--- src/rtl/jk_register_bank.sv ---
// jk_register_bank -- bank of WIDTH JK-style cells with a shared mode select,
// registered edge pulses, a saturating change-event counter and all-zero /
// all-one flags.
//
// Ports:
//   Clk       rising-edge clock; every state element updates on it
//   Reset     synchronous active-high reset (q=0, pulses=0, count=0, all_zero=1)
//   Preset    synchronous active-high set of every q bit (below Reset in priority)
//   En        cell update enable (below Preset in priority)
//   Mode      00 JK, 01 D-load of J, 10 toggle where J=1, 11 shift-left with J[0] in
//   J, K      per-cell control vectors
//   Clr_cnt   synchronous clear of ev_cnt; does not touch q, pulses or flags
//   q         registered cell states
//   rise/fall one-cycle pulses, aligned with the new q, for 0->1 / 1->0 changes
//   ev_cnt    saturating count of edges on which q changed
//   all_zero  registered (q == 0), aligned with q
//   all_one   registered (q == all ones), aligned with q

// Per-cell next-state function used when En is the winning control.
module jk_cell (
    input  logic       q_cur,
    input  logic       j,
    input  logic       k,
    input  logic       shift_in,
    input  logic [1:0] mode,
    output logic       q_nxt
);
    always_comb begin
        q_nxt = q_cur;
        case (mode)
            2'b00: begin
                case ({j, k})
                    2'b01:   q_nxt = 1'b0;
                    2'b10:   q_nxt = 1'b1;
                    2'b11:   q_nxt = ~q_cur;
                    default: q_nxt = q_cur;
                endcase
            end
            2'b01:   q_nxt = j;
            2'b10:   q_nxt = q_cur ^ j;
            default: q_nxt = shift_in;
        endcase
    end
endmodule

module jk_register_bank #(
    parameter int WIDTH = 8,
    parameter int CNT_W = 4
) (
    input  logic             Clk,
    input  logic             Reset,
    input  logic             Preset,
    input  logic             En,
    input  logic [1:0]       Mode,
    input  logic [WIDTH-1:0] J,
    input  logic [WIDTH-1:0] K,
    input  logic             Clr_cnt,
    output logic [WIDTH-1:0] q,
    output logic [WIDTH-1:0] rise,
    output logic [WIDTH-1:0] fall,
    output logic [CNT_W-1:0] ev_cnt,
    output logic             all_zero,
    output logic             all_one
);
    logic [WIDTH-1:0] cell_nxt;
    logic [WIDTH-1:0] q_d, q_q;
    logic [WIDTH-1:0] rise_d, rise_q;
    logic [WIDTH-1:0] fall_d, fall_q;
    logic [CNT_W-1:0] ev_cnt_d, ev_cnt_q;
    logic             all_zero_d, all_zero_q;
    logic             all_one_d, all_one_q;

    // Cell 0 shifts in J[0]; higher cells take their lower neighbour. With
    // WIDTH=1 this makes mode 11 a plain load of J[0].
    for (genvar i = 0; i < WIDTH; i++) begin : g_cell
        logic shift_in;
        if (i == 0) begin : g_lsb
            assign shift_in = J[0];
        end else begin : g_upper
            assign shift_in = q_q[i-1];
        end
        jk_cell u_cell (
            .q_cur    (q_q[i]),
            .j        (J[i]),
            .k        (K[i]),
            .shift_in (shift_in),
            .mode     (Mode),
            .q_nxt    (cell_nxt[i])
        );
    end

    // Reset is applied in the register process; these values cover every
    // other case, including Preset, whose transitions do produce pulses.
    always_comb begin
        q_d = q_q;
        if (Preset)  q_d = '1;
        else if (En) q_d = cell_nxt;

        rise_d = q_d & ~q_q;
        fall_d = ~q_d & q_q;

        ev_cnt_d = ev_cnt_q;
        if (Clr_cnt)                            ev_cnt_d = '0;
        else if (q_d != q_q && ev_cnt_q != '1)  ev_cnt_d = ev_cnt_q + CNT_W'(1);

        all_zero_d = (q_d == '0);
        all_one_d  = (q_d == '1);
    end

    always_ff @(posedge Clk) begin
        if (Reset) begin
            q_q        <= '0;
            rise_q     <= '0;
            fall_q     <= '0;
            ev_cnt_q   <= '0;
            all_zero_q <= 1'b1;
            all_one_q  <= 1'b0;
        end else begin
            q_q        <= q_d;
            rise_q     <= rise_d;
            fall_q     <= fall_d;
            ev_cnt_q   <= ev_cnt_d;
            all_zero_q <= all_zero_d;
            all_one_q  <= all_one_d;
        end
    end

    assign q        = q_q;
    assign rise     = rise_q;
    assign fall     = fall_q;
    assign ev_cnt   = ev_cnt_q;
    assign all_zero = all_zero_q;
    assign all_one  = all_one_q;
endmodule

--- config.mk ---
export PLATFORM = sky130hd
export DESIGN_NAME = jk_register_bank
export DESIGN_NICKNAME = d
export VERILOG_FILES = /design/src/rtl/jk_register_bank.sv
export SDC_FILE = /design/constraint.sdc
export NUM_CORES = 1
export LEC_CHECK = 0
export CAP_MARGIN = 5
export CORE_AREA = 2 2 72 57
export DETAILED_ROUTE_END_ITERATION = 8
export DIE_AREA = 0 0 74 59
export GPL_ROUTABILITY_DRIVEN = 0
export PLACE_DENSITY = 0.82
export SLEW_MARGIN = 5
export SYNTH_ARGS = -nofsm -noshare
export SYNTH_HDL_FRONTEND = slang
export SYNTH_SLANG_ARGS = --single-unit
--- constraint.sdc ---
create_clock -name Clk -period 5.15 [get_ports Clk]
set_input_delay 0.7725 -clock Clk [delete_from_list [all_inputs] [get_ports Clk]]
set_output_delay 0.7725 -clock Clk [all_outputs]
set_load 0.1 [all_outputs]
Word level (Yosys, flattened, before mapping)
Cells that the tools add are included.
{ "totals": {"regBits": 30, "inputBits": 23, "output_inout_bits": 30, "elab_cells": 78} }
{ "classes": {"n_addsub": 1, "eq_ne": 29, "n_mux": 18, "n_bitwise": 20, "n_reduce_logical": 4} }
{ "ops": {"columns": ["operator", "n"], "rows": [
  ["1-bit one-hot mux with 3 select lines", 15],
  ["2-bit == test, second input constant", 17],
  ["2-bit by 1-bit == test with 1-bit output, second input constant", 9],
  ["8-bit bitwise AND", 2],
  ["8-bit 2-to-1 mux", 2],
  ["8-bit NOT", 2],
  ["8-bit == test, second input constant", 1],
  ["8-bit logical NOT", 1],
  ["8-bit inequality test", 1],
  ["1-bit NOT", 8],
  ["1-bit bitwise XOR", 8],
  ["4-bit by 1-bit adder with 4-bit output, second input constant", 1],
  ["4-bit inequality test, second input constant", 1],
  ["2-bit logical NOT", 1],
  ["1-bit one-hot mux with 2 select lines", 1],
  ["2-bit OR reduction", 1],
  ["1-bit logical AND", 1]
]} }

Depth between registers and ports, before layout
{ "logic_depth": {"word_depth": 7, "mapped_depth": 12, "depth_no_buf": 11} }

Hierarchy
A second synthesis with hierarchy kept.
{ "unflattened": {"hier_cells": 180, "hier_area_um2": 1716.6} }
{ "modules_own_cells": {"columns": ["mod", "n_inst", "cells_each", "area_each_um2", "seq_area_each_um2"], "rows": [
  ["jk_register_bank", 1, 140, 1386.3, 600.6],
  ["jk_cell", 8, 5, 41.3, 0.0]
]} }

Least setup slack after synthesis
Ideal clock, no wire load.
{ "synth_path": {"path_type": "input -> register", "startpoint": "in Mode[1]", "endpoint": "reg ev_cnt_q[3] (netlist: ev_cnt[3])", "setup_ps": 78, "t_arrival_ps": 2873, "required_time_ps": 5072, "setup_slack_ps": 2199, "cell_stages": 11, "n_path_buf": 1, "cell_sequence": "buf_6 > mux4_1 > o21ai_1 > and2_1 > inv_1 > ha_1 > nand4_1 > o21ai_0 > nor2_1 > xnor2_1 > nor3_1"} }
{ "synth_via": {"elab_chain_cells": 6, "word_cells_on_any_way": 15, "cone_classes": "3 x eq/ne; 10 x mux; 2 x reduce/logical"} }
{ "synth_rtl": {"columns": ["element", "line_no", "text"], "rows": [
  ["from (decl)", "54", "input logic [1:0] Mode,"],
  ["2-bit == test (tied with other cells)", "30", "case (mode)"],
  ["1-bit one-hot mux with 3 select lines *", "30", null],
  ["8-bit 2-to-1 mux *", "97", "else if (En) q_d = cell_nxt;"],
  ["8-bit 2-to-1 mux *", "96", "if (Preset) q_d = '1;"],
  ["net q_d[2]", "66", "logic [WIDTH-1:0] q_d, q_q;"],
  ["8-bit inequality test *", "104", "else if (q_d != q_q && ev_cnt_q != '1) ev_cnt_d = ev_cnt_q + CNT_W'(1);"],
  ["1-bit logical AND *", "104", null],
  ["to (signal assigned)", "122", "ev_cnt_q <= ev_cnt_d;"],
  ["to (decl)", "69", "logic [CNT_W-1:0] ev_cnt_d, ev_cnt_q;"]
]} }
The timed path passes the listed nets; every way through them passes the cells marked *.
A chain may end at the register's enable or synchronous reset.

Final worst setup path
Ends and elaborated chain as after synthesis.

==> results.md <==
* Status: finished clean
* Placed Instances at 272
* Main flop type after synthesis: dfxtp_1
* DRT Wirelength at 3790 um
* Post-DP HPWL at 2820 um
* R2R setup slack at 2.47 ns
* Detail-routed via count per cell at 5.02
* Initial DRC count at 68
* Worst EP arrival at 3.77 ns
* Max Transition Viols Final at 0
* CP Capture Type: flip-flop
* Hold endpoint: ev_cnt[3]
* Syn Nets at 223
* Tot GR Track Use at 0.181
* Synth cell types at 43
* Critical Path Fanout Max at 12
* Root buffer cell: clkbuf_8
* Clock Sinks at 30
* Routed Antenna Nets at 0
* Number of global-route vias before repair at 1301
* Die area at 4370 um2
* DRC at 0
* Yosys warns at 0
* Port bufs at 52
* Row count at 19
* Core Area at 3590 um2
* Clock transition at path regs at 0.06 ns
* Post-CTS Setup Inserts at 0
* Switching power at 0.257 mW
* RSZ-0062 raised after global routing: no
* Util after Layout at 0.645
* Worst path top cell family by delay: buffers and inverters
* Nets at 267
* Worst hold start: ev_cnt[3]
* Initial Util at 0.487
* CP Buf/Inv Count at 2
* Maximum clock rate at 274 MHz
* Clk pwr share at 0.311
* Final TNS setup at 0 ns
* Post-Syn Area at 1750 um2
* Internal power at 0.453 mW
* CTS tree: done
* Worst hold path type: reg2reg
* EDFF count, synth at 0
* Sw frac at 0.362
* MaxCap Viol Count at 0
* Final Hold Viols at 0
* Final period util at 0.708
* Avg Cell Area, Syn at 9.55 um2
* Cells along the critical path: clkdlybuf4s50_1 > mux4_1 > o21ai_1 > and2_1 > inv_1 > ha_1 > nand4_1 > o21ai_0 > nor2_1 > xnor2_1 > nor3_1
* Largest net degree at the start of global routing at 30
* Tmin final at 3.65 ns
* Syn Inst Count at 183
* Final setup viols at 0
* Top Ports at 53
* Worst r2r dst: ev_cnt[3]
* Worst hold stages at 2
* Max VDD drop at 0.000210 V
* Syn-to-layout area delta at 32.5%
* Clock Latency Late Sink at 0.29 ns
* DR WL/cell at 13.5 um
* WS Path Type: in2reg
* Startpoint Class: primary input
* Slew HR at 0.275
* Ant diodes at 0
* Critical Path RT at 5.28 ns
* Pleak at 0.954 nW
* Longest Clk Path Bufs at 2
* Share of post-route cells with drive strength above 1 at 0.0965
* H-Tree Depth at 2
* Tightest Pin Transition at 1.08 ns
* Remaining Overflow, GRT at 0
* First-pass GRT wire length at 6040 um
* Yosys reg bits at 30
* Initial antenna violation count at 0
* Die width at 74 um
* Non-Filler Instances at 280
* DRT Pass-1 Iters at 4
* Gate power share at 0.324
* Post-CTS Resized at 0
* CTS Buf Count at 5
* Crit path max-delay cell type: clkdlybuf4s50_1
* Cts hold-fix bufs at 0
* Pwr per Cell Area at 306 nW/um2
* Max incr delay on CP at 0.85 ns
* Worst reg2reg path startpoint: q[2]
* Total Power at 0.710 mW
* Die height at 59 um
* Hold slack at 0.578 ns
* Final Skew at 0.00966 ns
* Via count at 1406
* Worst-case reg-to-reg path depth at 11
* Sequential share of power at 0.365
* Register area share after synthesis at 0.344
* Async S/R FF share, synth at 0
-- per-layer routing --
| layer | part of all wire | wire, um | GRT usage |
|---|---|---|---|
| met3 | 0.054 | 205 | 0.0408 |
| met1 | 0.47 | 1770 | 0.245 |
| met2 | 0.47 | 1760 | 0.287 |
| met5 | 0 | 0 | 0 |
| met4 | 0.015 | 56 | 0.0623 |
-- state kept, by name, indices dropped and copies added, names as in the netlist --
signal and flops:
q 8, ev_cnt 4, all_one 1, fall 8
all_zero 1, rise 8
-- layout by cell type, fill, tap and decap left out, types with 2 or more instances in the layout --
master           Yosys  routed
nor3_1               5       5
mux4_2               3       3
clkbuf_8             0       8
inv_1               18      18
clkdlybuf4s50_1      0      52
nor2_1              12      12
o21ai_0              9       9
dfxtp_1             30      30
nor4b_2              2       2
ha_1                17      17
nor2b_1             17      17
o211ai_1             2       2
nand3_1              5       5
a21oi_1              4       4
nand2_1             14      14
nand4_1              2       2
mux2i_1              4       4
a2bb2oi_1            2       2
-- per-stage QoR --
stage	worst slack [ns]	cell area, um2
2_1_floorplan	2.20	1750
3_3_place_gp	1.29	2210
3_5_place_dp	1.21	2210
4_1_cts	1.51	2320
5_1_grt	1.29	2320
6_report	1.50	2320
-- Yosys cell counts, types with 2 or more instances --
master	n	area share
o21ai_0	9	0.026
nor2_1	12	0.026
nand2_1	14	0.030
nand4_1	2	0.0072
nor4b_2	2	0.017
mux2i_1	4	0.023
nand3_1	5	0.014
ha_1	17	0.12
a2bb2oi_1	2	0.010
nor3_1	5	0.014
buf_4	9	0.039
clkbuf_1	3	0.0064
a21oi_1	4	0.011
inv_1	18	0.039
dfxtp_1	30	0.34
mux4_2	3	0.039
nor2b_1	17	0.061
o211ai_1	2	0.0086
-- cells by family (layout without fill, tap and decap cells) --
group	after synthesis	count (layout)	share of synthesized area
compound gates	27	27	0.125
fa+ha+maj	17	17	0.122
xor+xnor	2	2	0.0100
mux	9	9	0.0830
buf+inv	34	79	0.114
flops	30	30	0.344
simple gates	64	64	0.203
-- how the worst max path moves through the flow --
stage,to,slack (ns),cells past startpoint,from
2_1_floorplan,ev_cnt[3],2.20,11,Mode[1]
3_3_place_gp,ev_cnt[3],1.29,11,Mode[1]
3_5_place_dp,ev_cnt[3],1.21,11,Mode[1]
4_1_cts,ev_cnt[3],1.51,11,Mode[1]
5_1_grt,ev_cnt[3],1.29,11,Mode[1]
6_report,ev_cnt[3],1.50,11,Mode[1]
-- power by group through the flow --
stage          Combinational [mW]  Sequential, mW  Clock, mW
5_1_grt                     0.243           0.261      0.232
3_3_place_gp                0.226           0.263          0
4_1_cts                     0.231           0.259      0.223
3_5_place_dp                0.230           0.264          0
2_1_floorplan               0.115           0.325          0
6_report                    0.230           0.259      0.221
-- cell type report --
cell class,count,area [um2]
fillers,293,1270
flip-flops and latches,30,601
clock buffers,8,110
inverters,19,71.3
repair buffers,52,520
well taps,52,65.1
multi-input cells,119,948
-- worst register-to-register path, stage by stage, from the launching register on --
cell and delay (ns):
dfxtp_1 0.44, nand2_1 0.09, mux4_1 0.49, o21ai_1 0.16
and2_1 0.23, inv_1 0.06, ha_1 0.27, nand4_1 0.10
o21ai_0 0.38, nor2_1 0.12, xnor2_1 0.14, nor3_1 0.05
No activity file was read; power rests on OpenSTA's default activity.
